File: src/rtl/adder_pkg.sv
// Shared definitions for the digit-serial adder: FSM states and derived sizes.
package adder_pkg;

  typedef enum logic [1:0] {
    IDLE,
    RUN,
    DONE
  } state_t;

  function automatic int unsigned ndig(input int unsigned width, input int unsigned digit);
    return width / digit;
  endfunction

  // Digit counter width; never narrower than one bit so NDIG=1 still has a counter.
  function automatic int unsigned cnt_w(input int unsigned n);
    return (n <= 2) ? 1 : $clog2(n);
  endfunction

endpackage

File: src/rtl/adder_n_serial_digit.sv
// DIGIT-bit ripple chain of full_adder_1 cells; also exposes the carry into its MSB.
module digit_adder_n #(
  parameter int unsigned DIGIT = 2
) (
  input  logic [DIGIT-1:0] a,
  input  logic [DIGIT-1:0] b,
  input  logic             cin,
  output logic [DIGIT-1:0] s,
  output logic             cout,
  output logic             cmsb
);

  logic [DIGIT:0] c;

  assign c[0] = cin;

  for (genvar i = 0; i < DIGIT; i++) begin : g_fa
    full_adder_1 u_fa (
      .a    (a[i]),
      .b    (b[i]),
      .cin  (c[i]),
      .s    (s[i]),
      .cout (c[i+1])
    );
  end

  assign cout = c[DIGIT];
  assign cmsb = c[DIGIT-1];

endmodule

File: src/rtl/full_adder_1.sv
// Single-bit full adder cell shared across the team's ripple adders.
module full_adder_1 (
  input  logic a,
  input  logic b,
  input  logic cin,
  output logic s,
  output logic cout
);

  assign s    = a ^ b ^ cin;
  assign cout = (a & b) | (cin & (a ^ b));

endmodule

File: src/rtl/adder_n_serial.sv
// Digit-serial add/subtract: WIDTH-bit operands, DIGIT bits per clock, LSB digit first,
// valid/ready on both sides, reports carry-out and signed overflow.
module adder_n_serial
  import adder_pkg::*;
#(
  parameter int unsigned WIDTH = 8,
  parameter int unsigned DIGIT = 2
) (
  input  logic             clk,
  input  logic             rst_n,
  input  logic             in_valid,
  output logic             in_ready,
  input  logic [WIDTH-1:0] in1,
  input  logic [WIDTH-1:0] in2,
  input  logic             cin,
  input  logic             sub,
  output logic             out_valid,
  input  logic             out_ready,
  output logic [WIDTH-1:0] sum,
  output logic             cout,
  output logic             ovf
);

  if (DIGIT < 1 || DIGIT > WIDTH || (WIDTH % DIGIT) != 0) begin : g_bad_param
    $error("adder_n_serial: DIGIT must divide WIDTH and lie in 1..WIDTH");
  end

  localparam int unsigned NDIG = ndig(WIDTH, DIGIT);
  localparam int unsigned CW   = cnt_w(NDIG);

  state_t           state, state_nxt;
  logic [CW-1:0]    cnt;
  logic [WIDTH-1:0] a_r, b_r, sum_r;
  logic             carry, cout_r, ovf_r;

  logic             accept, last;
  logic [DIGIT-1:0] d_sum;
  logic             d_cout, d_cmsb;

  assign in_ready  = (state == IDLE) & rst_n;
  assign out_valid = (state == DONE);
  assign accept    = in_valid & in_ready;
  assign last      = (cnt == CW'(NDIG - 1));

  assign sum  = sum_r;
  assign cout = cout_r;
  assign ovf  = ovf_r;

  // Operands shift right one digit per RUN cycle, so the active digit is always the low slice.
  digit_adder_n #(.DIGIT(DIGIT)) u_digit (
    .a    (a_r[DIGIT-1:0]),
    .b    (b_r[DIGIT-1:0]),
    .cin  (carry),
    .s    (d_sum),
    .cout (d_cout),
    .cmsb (d_cmsb)
  );

  always_ff @(posedge clk) begin
    if (!rst_n) state <= IDLE;
    else        state <= state_nxt;
  end

  always_comb begin
    state_nxt = state;
    case (state)
      IDLE:    if (accept)    state_nxt = RUN;
      RUN:     if (last)      state_nxt = DONE;
      DONE:    if (out_ready) state_nxt = IDLE;
      default:                state_nxt = IDLE;
    endcase
  end

  // Subtraction is A + ~B + ~borrow; result digits enter at the top and shift down.
  always_ff @(posedge clk) begin
    if (!rst_n) begin
      cnt    <= '0;
      a_r    <= '0;
      b_r    <= '0;
      sum_r  <= '0;
      carry  <= 1'b0;
      cout_r <= 1'b0;
      ovf_r  <= 1'b0;
    end else begin
      case (state)
        IDLE: begin
          if (accept) begin
            a_r   <= in1;
            b_r   <= sub ? ~in2 : in2;
            carry <= cin ^ sub;
            cnt   <= '0;
          end
        end
        RUN: begin
          a_r   <= a_r >> DIGIT;
          b_r   <= b_r >> DIGIT;
          sum_r <= (sum_r >> DIGIT) | (WIDTH'(d_sum) << (WIDTH - DIGIT));
          carry <= d_cout;
          cnt   <= cnt + CW'(1);
          if (last) begin
            cout_r <= d_cout;
            ovf_r  <= d_cmsb ^ d_cout;
          end
        end
        default: ;
      endcase
    end
  end

endmodule

File: config.mk
export PLATFORM = sky130hd
export DESIGN_NAME = adder_n_serial
export DESIGN_NICKNAME = d
export VERILOG_FILES = /design/src/rtl/adder_pkg.sv /design/src/rtl/adder_n_serial_digit.sv /design/src/rtl/full_adder_1.sv /design/src/rtl/adder_n_serial.sv
export SDC_FILE = /design/constraint.sdc
export NUM_CORES = 1
export LEC_CHECK = 0
export ABC_AREA = 1
export CAP_MARGIN = 40
export CORE_MARGIN = 2
export CORE_UTILIZATION = 39
export CTS_BUF_LIST = sky130_fd_sc_hd__clkbuf_16
export CTS_CLUSTER_DIAMETER = 100
export DETAILED_ROUTE_END_ITERATION = 8
export PLACE_DENSITY = 0.73
export SYNTH_ARGS = -nofsm -noshare
export SYNTH_HDL_FRONTEND = slang
export SYNTH_HIERARCHICAL = 1
export SYNTH_SLANG_ARGS = --single-unit
File: constraint.sdc
create_clock -name clk -period 2.35 [get_ports clk]
set_input_delay 0.47 -clock clk [delete_from_list [all_inputs] [get_ports clk]]
set_output_delay 0.47 -clock clk [all_outputs]
set_load 0.02 [all_outputs]
Word-level counts from Yosys, hierarchy flattened

Cells that the tools add are included.

Output and inout port bits: 12
Logic and storage cells: 49
Register bits after elaboration: 31

$add $sub $neg: 1
Bitwise gates (word level): 16
Multiplexer cells: 13
Reductions and logical operators: 5
Equal/unequal tests: 6

Operator list:

| cell                | number |
|---|---|
| $pmux 8 s2          | 2 |
| $mux 8              | 3 |
| $mux 2              | 4 |
| $not 8->8           | 1 |
| $or 6x8->8          | 1 |
| $and 1x1->1         | 6 |
| $pmux 2 s3          | 1 |
| $xor 1x1->1         | 6 |
| $eq 2x2->1 const B  | 2 |
| $ne 2x2->1 const B  | 2 |
| $pmux 2 s2          | 1 |
| $reduce_and 2->1    | 2 |
| $reduce_and 3->1    | 1 |
| $add 2x1->2 const B | 1 |
| $eq 2x1->1 const B  | 1 |
| $logic_not 2->1     | 1 |
| $ne 2x1->1 const B  | 1 |
| $or 1x1->1          | 2 |
| $pmux 1 s2          | 1 |
| $reduce_bool 2->1   | 1 |
| $mux 1              | 1 |

Logic depth before layout (Yosys ltp)

Gate-level depths: netlist of the first run.

Depth in word-level cells: 6
Mapped depth: 8

Cells and area by module

The synthesis of the first run kept the hierarchy.

Modules (own cells, without submodules):

| module         | area each (sq um) | cells each | times used | seq. area each (sq um) |
|---|---|---|---|---|
| adder_n_serial | 1458.9            | 209        | 1          | 620.6 |
| full_adder_1   | 20.0              | 1          | 2          | 0.0 |

Worst setup path after synthesis of the first run

No wires, ideal clock.

Kind: reg-to-reg
From: register a_r[0]
To: register ovf_r, in the netlist ovf
Stages on the path, launching flop included: 5
Period minus slack after synthesis: 1.542 ns
Arrival time: 1.416 ns
Path slack: 0.808 ns
Cells stage by stage: dfxtp_1 > fa_1 > fa_1 > xnor2_1 > a21oi_1

Cells in the longest elaborated chain, start to end: 6

RTL lines:

| what                   | RTL line              | text |
|---|---|---|
| start, declared        | adder_n_serial.sv:33  | `logic [WIDTH-1:0] a_r, b_r, sum_r;` |
| start signal, assigned | adder_n_serial.sv:88  | `a_r <= in1;` |
| start signal, assigned | adder_n_serial.sv:95  | `a_r <= a_r >> DIGIT;` |
| $xor 1x1->1            | full_adder_1.sv:11    | `assign cout = (a & b) \| (cin & (a ^ b));` |
| $and 1x1->1            | full_adder_1.sv:11    |  |
| $or 1x1->1 *           | full_adder_1.sv:11    |  |
| net d_cmsb             | adder_n_serial.sv:38  | `logic d_cout, d_cmsb;` |
| $and 1x1->1 *          | full_adder_1.sv:11    |  |
| $or 1x1->1 *           | full_adder_1.sv:11    |  |
| net d_cout             | adder_n_serial.sv:38  |  |
| $xor 1x1->1 *          | adder_n_serial.sv:102 | `ovf_r <= d_cmsb ^ d_cout;` |
| end signal, assigned   | adder_n_serial.sv:102 |  |
| end, declared          | adder_n_serial.sv:34  | `logic carry, cout_r, ovf_r;` |

The timed path passes the listed nets; every way through them passes the cells marked *.
A chain may end at the register's enable or synchronous reset.

Final worst setup path of the first run

From: input rst_n
To: output in_ready

Cells in the longest elaborated chain, start to end: 1

RTL lines:

| what            | RTL line             | text |
|---|---|---|
| start, declared | adder_n_serial.sv:10 | `input logic rst_n,` |
| $and 1x1->1     | adder_n_serial.sv:40 | `assign in_ready = (state == IDLE) & rst_n;` |
| end, declared   | adder_n_serial.sv:12 | `output logic in_ready,` |

No other way between the ends.

==> results.py, run 1 <==
metrics = {
    "timing": {
        "hold_viol": 0,
        "setup_tns_ps": 0,
        "slew_headroom": 0.724,
        "skew_ps": 4.27,
        "finalCritPeriodShare": 0.955,
        "timing.final.crit_period_ps": 2240,
        "rsz0062_at_grt": "no",
        "drv_slew": 0,
        "worst_pin_slew_ps": 413,
        "worst_slack_ps": 107,
        "setup_viol": 0,
        "timing.fmax_mhz": 446,
    },
    "worst_setup_path": {
        "critPathMaxFanout": 2,
        "endpoint_kind": "primary output",
        "cp.required_ps": 1880,
        "crit_type": "input pin to primary output",
        "critical-path-top-cell-by-count": "clkdlybuf4s50_1",
        "cp_top_family": "buffers and inverters",
        "worstPathArrival_ps": 1770,
        "path_buf_inv": 3,
        "r2r-start": "a_r[0]",
        "crit_slowest_cell": "clkdlybuf4s50_1",
        "startpoint": "rst_n",
        "crit_path_max_incr_delay_ps": 630,
        "path_cells": "clkdlybuf4s50_1 -> inv_2 -> nor3_2 -> clkdlybuf4s50_1",
        "startpoint_type": "input pin",
    },
    "min_path": {
        "min_path_type": "register to register",
        "holdCritStartpoint": "b_r[7]",
    },
    "clocking": {
        "clkLatencyLatePin_ps": 270,
        "clk_pin_slew_worst_paths_ps": 50,
        "cts-buffers-inserted": 5,
        "cts_hold_buffers": 0,
        "post_cts_buffers": 0,
        "htreeDepth": 2,
        "cts_root_buf": "clkbuf_16",
        "cts_max_path_buffers": 2,
        "cts_tree": "yes",
        "cts.sinks": 31,
        "cts.repair.resized": 0,
    },
    "die": {
        "die_area_mm2": 0.00436,
        "floorplan.die.width_um": 66.0,
        "ioPinCount": 34,
        "rows": 22,
        "start_util": 0.406,
        "die_h_um": 66.0,
        "core_area_mm2": 0.00369,
    },
    "global_route": {
        "grtUsageTotal": 0.156,
        "grt_max_degree": 33,
        "grt_pass1_vias": 1225,
        "gr-total-overflow": 0,
        "antenna_found_initial": 0,
        "grt_first_pass_wirelength_um": 5130,
    },
    "final_layout": {
        "nets": 271,
        "diodes": 0,
        "layout-drive-gt1-share": 0.105,
        "fin_util": 0.544,
        "final_area_mm2": 0.00201,
        "fillers": 373,
        "syn2layout_area_growth_pct": 33.8,
    },
    "pwr": {
        "leakage_nw": 0.863,
        "vdd_drop_max_v": 0.000330,
        "powerDensity_mw_per_mm2": 710,
    },
    "routing": {
        "detail_route.vias_per_cell": 4.65,
        "post_drt_wl_per_cell_um": 9.99,
        "first_pass_iters": 4,
        "wirelength_um": 2950,
        "antenna_left": 0,
        "routed-via-count": 1371,
        "drt_drc_violations_left": 0,
        "drt_iter0_drc": 51,
    },
    "yosys": {
        "synth-seq-cells": 31,
        "yosysWarningCount": 6,
        "avgSynthCellArea_um2": 7.10,
        "synth_seq_area_share": 0.414,
        "synth_cells": 211,
        "syn_area_mm2": 0.00150,
        "synth_fp_nets": 236,
        "synth.distinct_cells": 24,
    },
    "outcome": {
        "status": "finished clean",
    },
    "placement": {
        "port_buffers": 33,
        "pre_cts_ws_ps": 97.9,
        "post-dp-hpwl_um": 2020,
        "dpl-instance-area_mm2": 0.00187,
        "gp_congestion": 0.725,
    },
    "run": {
        "drv_cap": 0,
    },
}
metrics by stage:
stage	instances	power, W	hold slack, ps
floorplan	211	0.000755	424
global placement	287	0.000838	434
detailed placement	287	0.000845	435
CTS	295	0.00144	443
global route	295	0.00149	470
finish	295	0.00142	440
registers in the layout, indices dropped and copies added (netlist names):
| name | cells |
|---|---|
| cout | 1 |
| carry | 1 |
| a_r | 8 |
| cnt | 2 |
| b_r | 8 |
| ovf | 1 |
| state | 2 |
| sum | 8 |
worst paths after layout:
path	endpoint	slack, ps	cells after the start
worst min register to register	b_r[7]	440	2
worst max-delay path	in_ready	110	4
worst max register to register	carry	720	6
worst min-delay path	b_r[7]	440	2
layout by cell type, fill, tap and decap left out:
cell	n
nand2_2	1
nand3_1	16
clkbuf_16	5
a21oi_2	7
o21ai_1	8
a21oi_1	9
nor2_1	32
clkinv_2	1
nor3_2	1
nand2_1	57
a21boi_1	1
o21ai_0	12
clkdlybuf4s50_1	33
nand3_4	1
xor2_1	2
fa_1	2
inv_1	16
nand2_4	1
dfxtp_1	31
xnor2_1	1
ha_1	1
inv_2	4
buf_4	5
layout make-up:
type | count | area (um2) | area share
Clock buffer | 5 | 125 | 0.0624
Sequential cell | 31 | 621 | 0.309
Timing Repair Buffer | 38 | 368 | 0.183
Tap cell | 48 | 60.1 | 0.0299
Multi-Input combinational cell | 152 | 752 | 0.375
Inverter | 18 | 67.6 | 0.0337
Clock inverter | 3 | 12.5 | 0.00624
metal layers:
metal / share of wire / up-vias / track usage
met5: 0 / - / 0
li1: - / 738 / -
met4: 0.019 / 0 / 0.0842
met1: 0.48 / 599 / 0.182
met2: 0.46 / 28 / 0.259
met3: 0.046 / 6 / 0.0409
cell families after synthesis:
family | after synthesis | share of synthesized area
compound gates | 37 | 0.143
xor+xnor | 3 | 0.0175
fa+ha+maj | 3 | 0.0351
buf+inv | 28 | 0.0843
flops | 31 | 0.414
simple gates | 109 | 0.306
worst reg2reg max path, stage by stage (launching register included):
cell and delay [ps]:
dfxtp_1 330, fa_1 480, fa_1 450, nand2_1 100, nand2_1 50, nand2_1 70
a21oi_2 50
synthesized netlist by cell type:
library cell	count	area share
xor2_1	2	0.012
nand3_1	16	0.053
a21boi_1	1	0.0050
inv_1	14	0.035
buf_4	2	0.010
xnor2_1	1	0.0058
clkbuf_2	1	0.0033
buf_2	4	0.013
nand2_4	1	0.0075
o21ai_0	12	0.040
dfxtp_1	31	0.41
inv_2	4	0.010
nand3_4	1	0.012
nor3_2	1	0.0067
a21oi_1	9	0.030
nand2_2	1	0.0042
nand2_1	57	0.14
ha_1	1	0.0083
buf_6	1	0.0075
a21oi_2	7	0.041
clkbuf_1	2	0.0050
fa_1	2	0.027
o21ai_1	8	0.027
nor2_1	32	0.080
power by group:
group	total [W]	switching, W	internal [W]
clock	0.000591	0.000210	0.000381
combinational	0.000243	0.000131	0.000112
sequential	0.000590	0.0000237	0.000567
total	0.00142	0.000365	0.00106
Note: power is estimated with default switching activity, not from simulation.
==> run 2: changes to the inputs <==
SKIP_LAST_GASP = 1   (was default)
==> results of run 2 <==
The final DEF is identical to that of run 1; final timing and power are the same.
==> run 3: changes to the inputs <==
PLACE_DENSITY = default   (was 0.73)
SKIP_CTS_REPAIR_TIMING = 1   (was default)
==> run 3 against run 2 <==
Compared with the run above: first-iteration DRC count increased by 7.8%; register-to-register slack about the same; hold slack barely moved; sequential share of layout area rose by 0.058 points; global-route usage up 1.0 points; clock-buffer cell count unchanged; clock power about the same; maximum frequency barely moved; combinational power is essentially flat.
==> results.py, run 3 (synthesis results as in run 1) <==
metrics = {
    "outcome": {
        "status": "finished clean",
    },
    "placement": {
        "port_buffers": 33,
        "gp_congestion": 0.681,
        "post-dp-hpwl_um": 2000,
        "dp_cells": 287,
        "dpl-instance-area_mm2": 0.00187,
        "pre_cts_ws_ps": 106,
    },
    "global_route": {
        "grt_pass1_vias": 1225,
        "gr-max-usage-layer": "met2",
        "gr-total-overflow": 0,
        "grt_first_pass_wirelength_um": 5380,
        "grt_max_degree": 33,
        "grtUsageTotal": 0.166,
        "antenna_found_initial": 0,
        "use_met1": 0.210,
        "use_met3": 0.0562,
        "gr-usage-met2": 0.249,
    },
    "pwr": {
        "p_switching_w": 0.000368,
        "power_frac_comb": 0.170,
        "seq_power_share": 0.414,
        "leakage_nw": 0.854,
        "internal_power_w": 0.00106,
        "clkPwrFrac": 0.417,
        "switching_share": 0.258,
        "vdd_drop_max_v": 0.000415,
        "powerDensity_mw_per_mm2": 712,
        "total_power_w": 0.00142,
    },
    "routing": {
        "post_drt_wl_per_cell_um": 10.4,
        "drt_drc_violations_left": 0,
        "antenna_left": 0,
        "routed-via-count": 1349,
        "wirelength_um": 3050,
        "first_pass_iters": 4,
        "detail_route.vias_per_cell": 4.59,
        "drt_iter0_drc": 55,
    },
    "worst_setup_path": {
        "worst_r2r_endpoint": "ovf",
        "r2r-start": "a_r[0]",
        "crit_type": "input pin to primary output",
        "endpoint_kind": "primary output",
        "worstPathArrival_ps": 1770,
        "ff2ff_path_depth": 4,
        "critPathMaxFanout": 2,
        "cp.required_ps": 1880,
        "startpoint_type": "input pin",
        "reg2reg_slack_ps": 720,
    },
    "timing": {
        "timing.final.crit_period_ps": 2240,
        "skew_ps": 2.95,
        "worst_pin_slew_ps": 418,
        "drv_slew": 0,
        "timing.fmax_mhz": 446,
        "worst_slack_ps": 107,
        "slew_headroom": 0.721,
        "setup_tns_ps": 0,
        "rsz0062_at_grt": "no",
        "finalCritPeriodShare": 0.954,
        "hold_viol": 0,
        "setup_viol": 0,
    },
    "clocking": {
        "cts-buffers-inserted": 5,
        "htreeDepth": 2,
        "clkLatencyLatePin_ps": 270,
        "cts_tree": "yes",
        "clk_pin_slew_worst_paths_ps": 50,
        "cts_max_path_buffers": 2,
        "cts_root_buf": "clkbuf_16",
        "cts.sinks": 31,
    },
    "die": {
        "die_area_mm2": 0.00436,
        "ioPinCount": 34,
        "core_area_mm2": 0.00369,
        "floorplan.die.width_um": 66.0,
        "die_h_um": 66.0,
        "start_util": 0.406,
        "rows": 22,
    },
    "final_layout": {
        "layout-drive-gt1-share": 0.106,
        "layout_common_cells": "57 x nand2_1, 33 x clkdlybuf4s50_1, 32 x nor2_1, 31 x dfxtp_1, 16 x nand3_1",
        "diodes": 0,
        "final_area_mm2": 0.00200,
        "syn2layout_area_growth_pct": 33.6,
        "fillers": 378,
        "instances_no_fill": 294,
        "layout_commonest_cell": "nand2_1",
        "nets": 271,
    },
    "min_path": {
        "hold_depth": 2,
        "holdCritStartpoint": "b_r[6]",
        "min_path_type": "register to register",
        "min_to": "b_r[6]",
    },
    "run": {
        "drv_cap": 0,
    },
}
## run 3: cell types whose count changed in the layout (fill, tap and decap cells not counted), sizes merged
cell / change
inv: -2
clkinv: +1
## run 3: worst max-delay path, stage by stage
cell             delay [ps]
clkdlybuf4s50_1         510
inv_2                    50
nor3_2                  120
clkdlybuf4s50_1         630
## run 3: power groups by stage
stage / sequential, W / combinational [W] / clock [W]
2_1_floorplan: 0.000609 / 0.000145 / 0
3_3_place_gp: 0.000600 / 0.000243 / 0
3_5_place_dp: 0.000600 / 0.000245 / 0
4_1_cts: 0.000590 / 0.000246 / 0.000606
5_1_grt: 0.000594 / 0.000276 / 0.000631
6_report: 0.000589 / 0.000242 / 0.000594
## run 3: per-stage QoR
stage	util	hold WS (ps)
4_1_cts	0.543	444
2_1_floorplan	-	424
3_3_place_gp	0.506	434
3_5_place_dp	0.506	437
5_1_grt	0.543	465
6_report	0.543	440
## run 3: layout make-up
cell class,instances,area [um2],area share
repair buffers,38,368,0.184
clock buffers,5,125,0.0625
inverters,18,67.6,0.0338
multi-input cells,152,752,0.376
well taps,48,60.1,0.0300
clock inverters,2,8.76,0.00437
flip-flops and latches,31,621,0.310
## run 3: worst max path at each step
stage / from / cells after the start / endpoint / slack (ps)
finish: rst_n / 4 / in_ready / 110
global route: rst_n / 4 / in_ready / 40
CTS: rst_n / 4 / in_ready / 100
detailed placement: rst_n / 4 / in_ready / 110
global placement: rst_n / 4 / in_ready / 110
floorplan: a_r[0] / 4 / ovf / 810
## run 3: metal layers
metal	wire [um]	part of all wire
met1	1490	0.49
met2	1350	0.44
met3	149	0.049
met4	55	0.018
met5	0	0
==> patch, RTL diff (config.mk and constraints of run 3) <==
Change the parameter `WIDTH` from 8 to 10.
--- a/src/rtl/adder_n_serial.sv
+++ b/src/rtl/adder_n_serial.sv
@@ -4,5 +4,5 @@
   import adder_pkg::*;
 #(
-  parameter int unsigned WIDTH = 8,
+  parameter int unsigned WIDTH = 10,
   parameter int unsigned DIGIT = 2
 ) (
Ports: changed (resized in1, in2 and sum); port bits go from 34 to 40. The function was not compared with the original's and may differ.
==> patch against run 3 <==
Total power up 15%. Sequential cell count rose by 7. Design area up 20%. Worst setup slack got worse by 30 ps. Wire length is 28% higher. Register-to-register slack lost 90 ps. Die area rose by 21%. Area after synthesis up 22%. Sequential share of layout area increased by 0.65 points. Clock skew grew 1.2 ps. Clock power grew 6.2%. Critical endpoint unchanged. Largest power group is now registers.
==> patch: results (changes against run 3) <==
* Status: completed
* Bufs w/o clock at 47 (+24%)
* Synth cell types at 21 (-13%)
* Non-clock buffers, area share at 18.7% (+0.37 points)
* Leakage at 1.07 nW (+26%)
* Post-DP Area at 2270 µm² (+21%)
* Multi-input gates at 196 (+29%)
* Sequential share of cell area at 31.7% (+0.65 points)
* Area of the multi-input gates at 913 µm² (+21%)
* Ant diodes at 0 (unchanged)
* First-pass GRT wire length at 6.69 mm (+24%)
* Main synth FF type: dfxtp_1
* Port bufs at 39 (+18%)
* R2R setup slack at 630 ps (-90 ps)
* Global router's overall resource usage at 16.4% (-0.20 points)
* Fillers at 474 (+25%)
* Finish-stage setup viols at 0 (unchanged)
* Hold EP: a_r[8]$_SDFFE_PN0P_
* Drt first pass iters at 4 (unchanged)
* Avg WL per Cell at 10.8 µm (+3.8%)
* Largest net degree at the start of global routing at 30 (-9.1%)
* 1st-iter DRT viols at 110 (+100%)
* Placed wire-length estimate at 2.65 mm (+32%)
* Crit path to: in_ready
* GPL Wtd Cong at 0.713 (+4.7%)
* Worst-Margin Slew at 281 ps (-138 ps)
* Maximum vdd drop at 0.000376 V (-9.4%)
* Mean Syn Cell Area at 6.83 µm² (-3.9%)
* Worst skew pair latency at about 280 ps
* Clock Skews at 4.15 ps (+1.20 ps)
* Nets@finish at 339 (+25%)
* Clock network area share at 5.62% (-1.1 points)
* Critical path arrival at 1800 ps (+30 ps)
* Max Root-Sink Buffers at 2 (unchanged)
* HP Class: flop to flop
* Worst hold slack at 463 ps (+22.6 ps)
* Top post-synthesis cells by count: nand2_1 (76), nor2_1 (43), dfxtp_1 (38)
* Post-Syn Instances at 268 (+27%)
* H-tree Lvls at 2 (unchanged)
* Non-Clock Inverter Count at 21 (+3)
* Min-delay src: a_r[8]$_SDFFE_PN0P_
* Via density at 4.78 (+4.1%)
* Synth top area cells: dfxtp_1 (42%), nand2_1 (16%), nor2_1 (8.8%)
* Fmax at 440 MHz (-1.3%)
* Synth warnings at 6 (unchanged)
* Syn Nets at 298 (+26%)
* Dpl ws at 59.1 ps (-46.9 ps)
* Register Area at 761 µm² (+23%)
* FF-to-FF path depth at 5 (+1)
* Register area share after synthesis at 41.6% (+0.18 points)
* CP startpoint: rst_n
* Layout cell share with drive strength beyond 1 at 7.12% (-3.4 points)
* Placed insts at 354 (+23%)
* Critical R2R Capture: ovf$_SDFFE_PN0P_
* Number of global-route vias before repair at 1500 (+22%)
* Vias at 1724 (+28%)
* Yosys reg bits at 38 (+23%)
[patch: changes by cell type in the layout (fill, tap and decap cells not counted), moves of 9 or more]
cell     change
nand2_1     +19
a21oi_1      +9
o21ai_0      +9
nand3_1      +9
nor2_1      +11
[patch: per-layer routing]
metal	routed length [µm]	part of all wire, %	global-route usage [%]	vias to the layer above
li1	-	-	-	925
met1	1930	49	21.5	758
met2	1730	45	25.6	36
met3	173	4.4	5.00	5
met4	58	1.5	5.56	0
met5	0	0	0	-
[patch: cell families after synthesis]
logic type,synth area share (%)
DFF,41.6
and+or+nand+nor,33.6
buffers and inverters,8.48
xor gates and xnor gates,1.44
adders and majority gates,3.56
AOI/OAI and AO/OA,11.4
[patch: power by group]
group          switching [mW]  internal (mW)
combinational           0.155          0.132
clock                   0.249          0.383
sequential             0.0278          0.692
[patch: worst max-delay path, cell delays in order]
cell and delay, ps:
clkdlybuf4s50_1 490, inv_1 70, nor3_2 140, clkdlybuf4s50_1 630
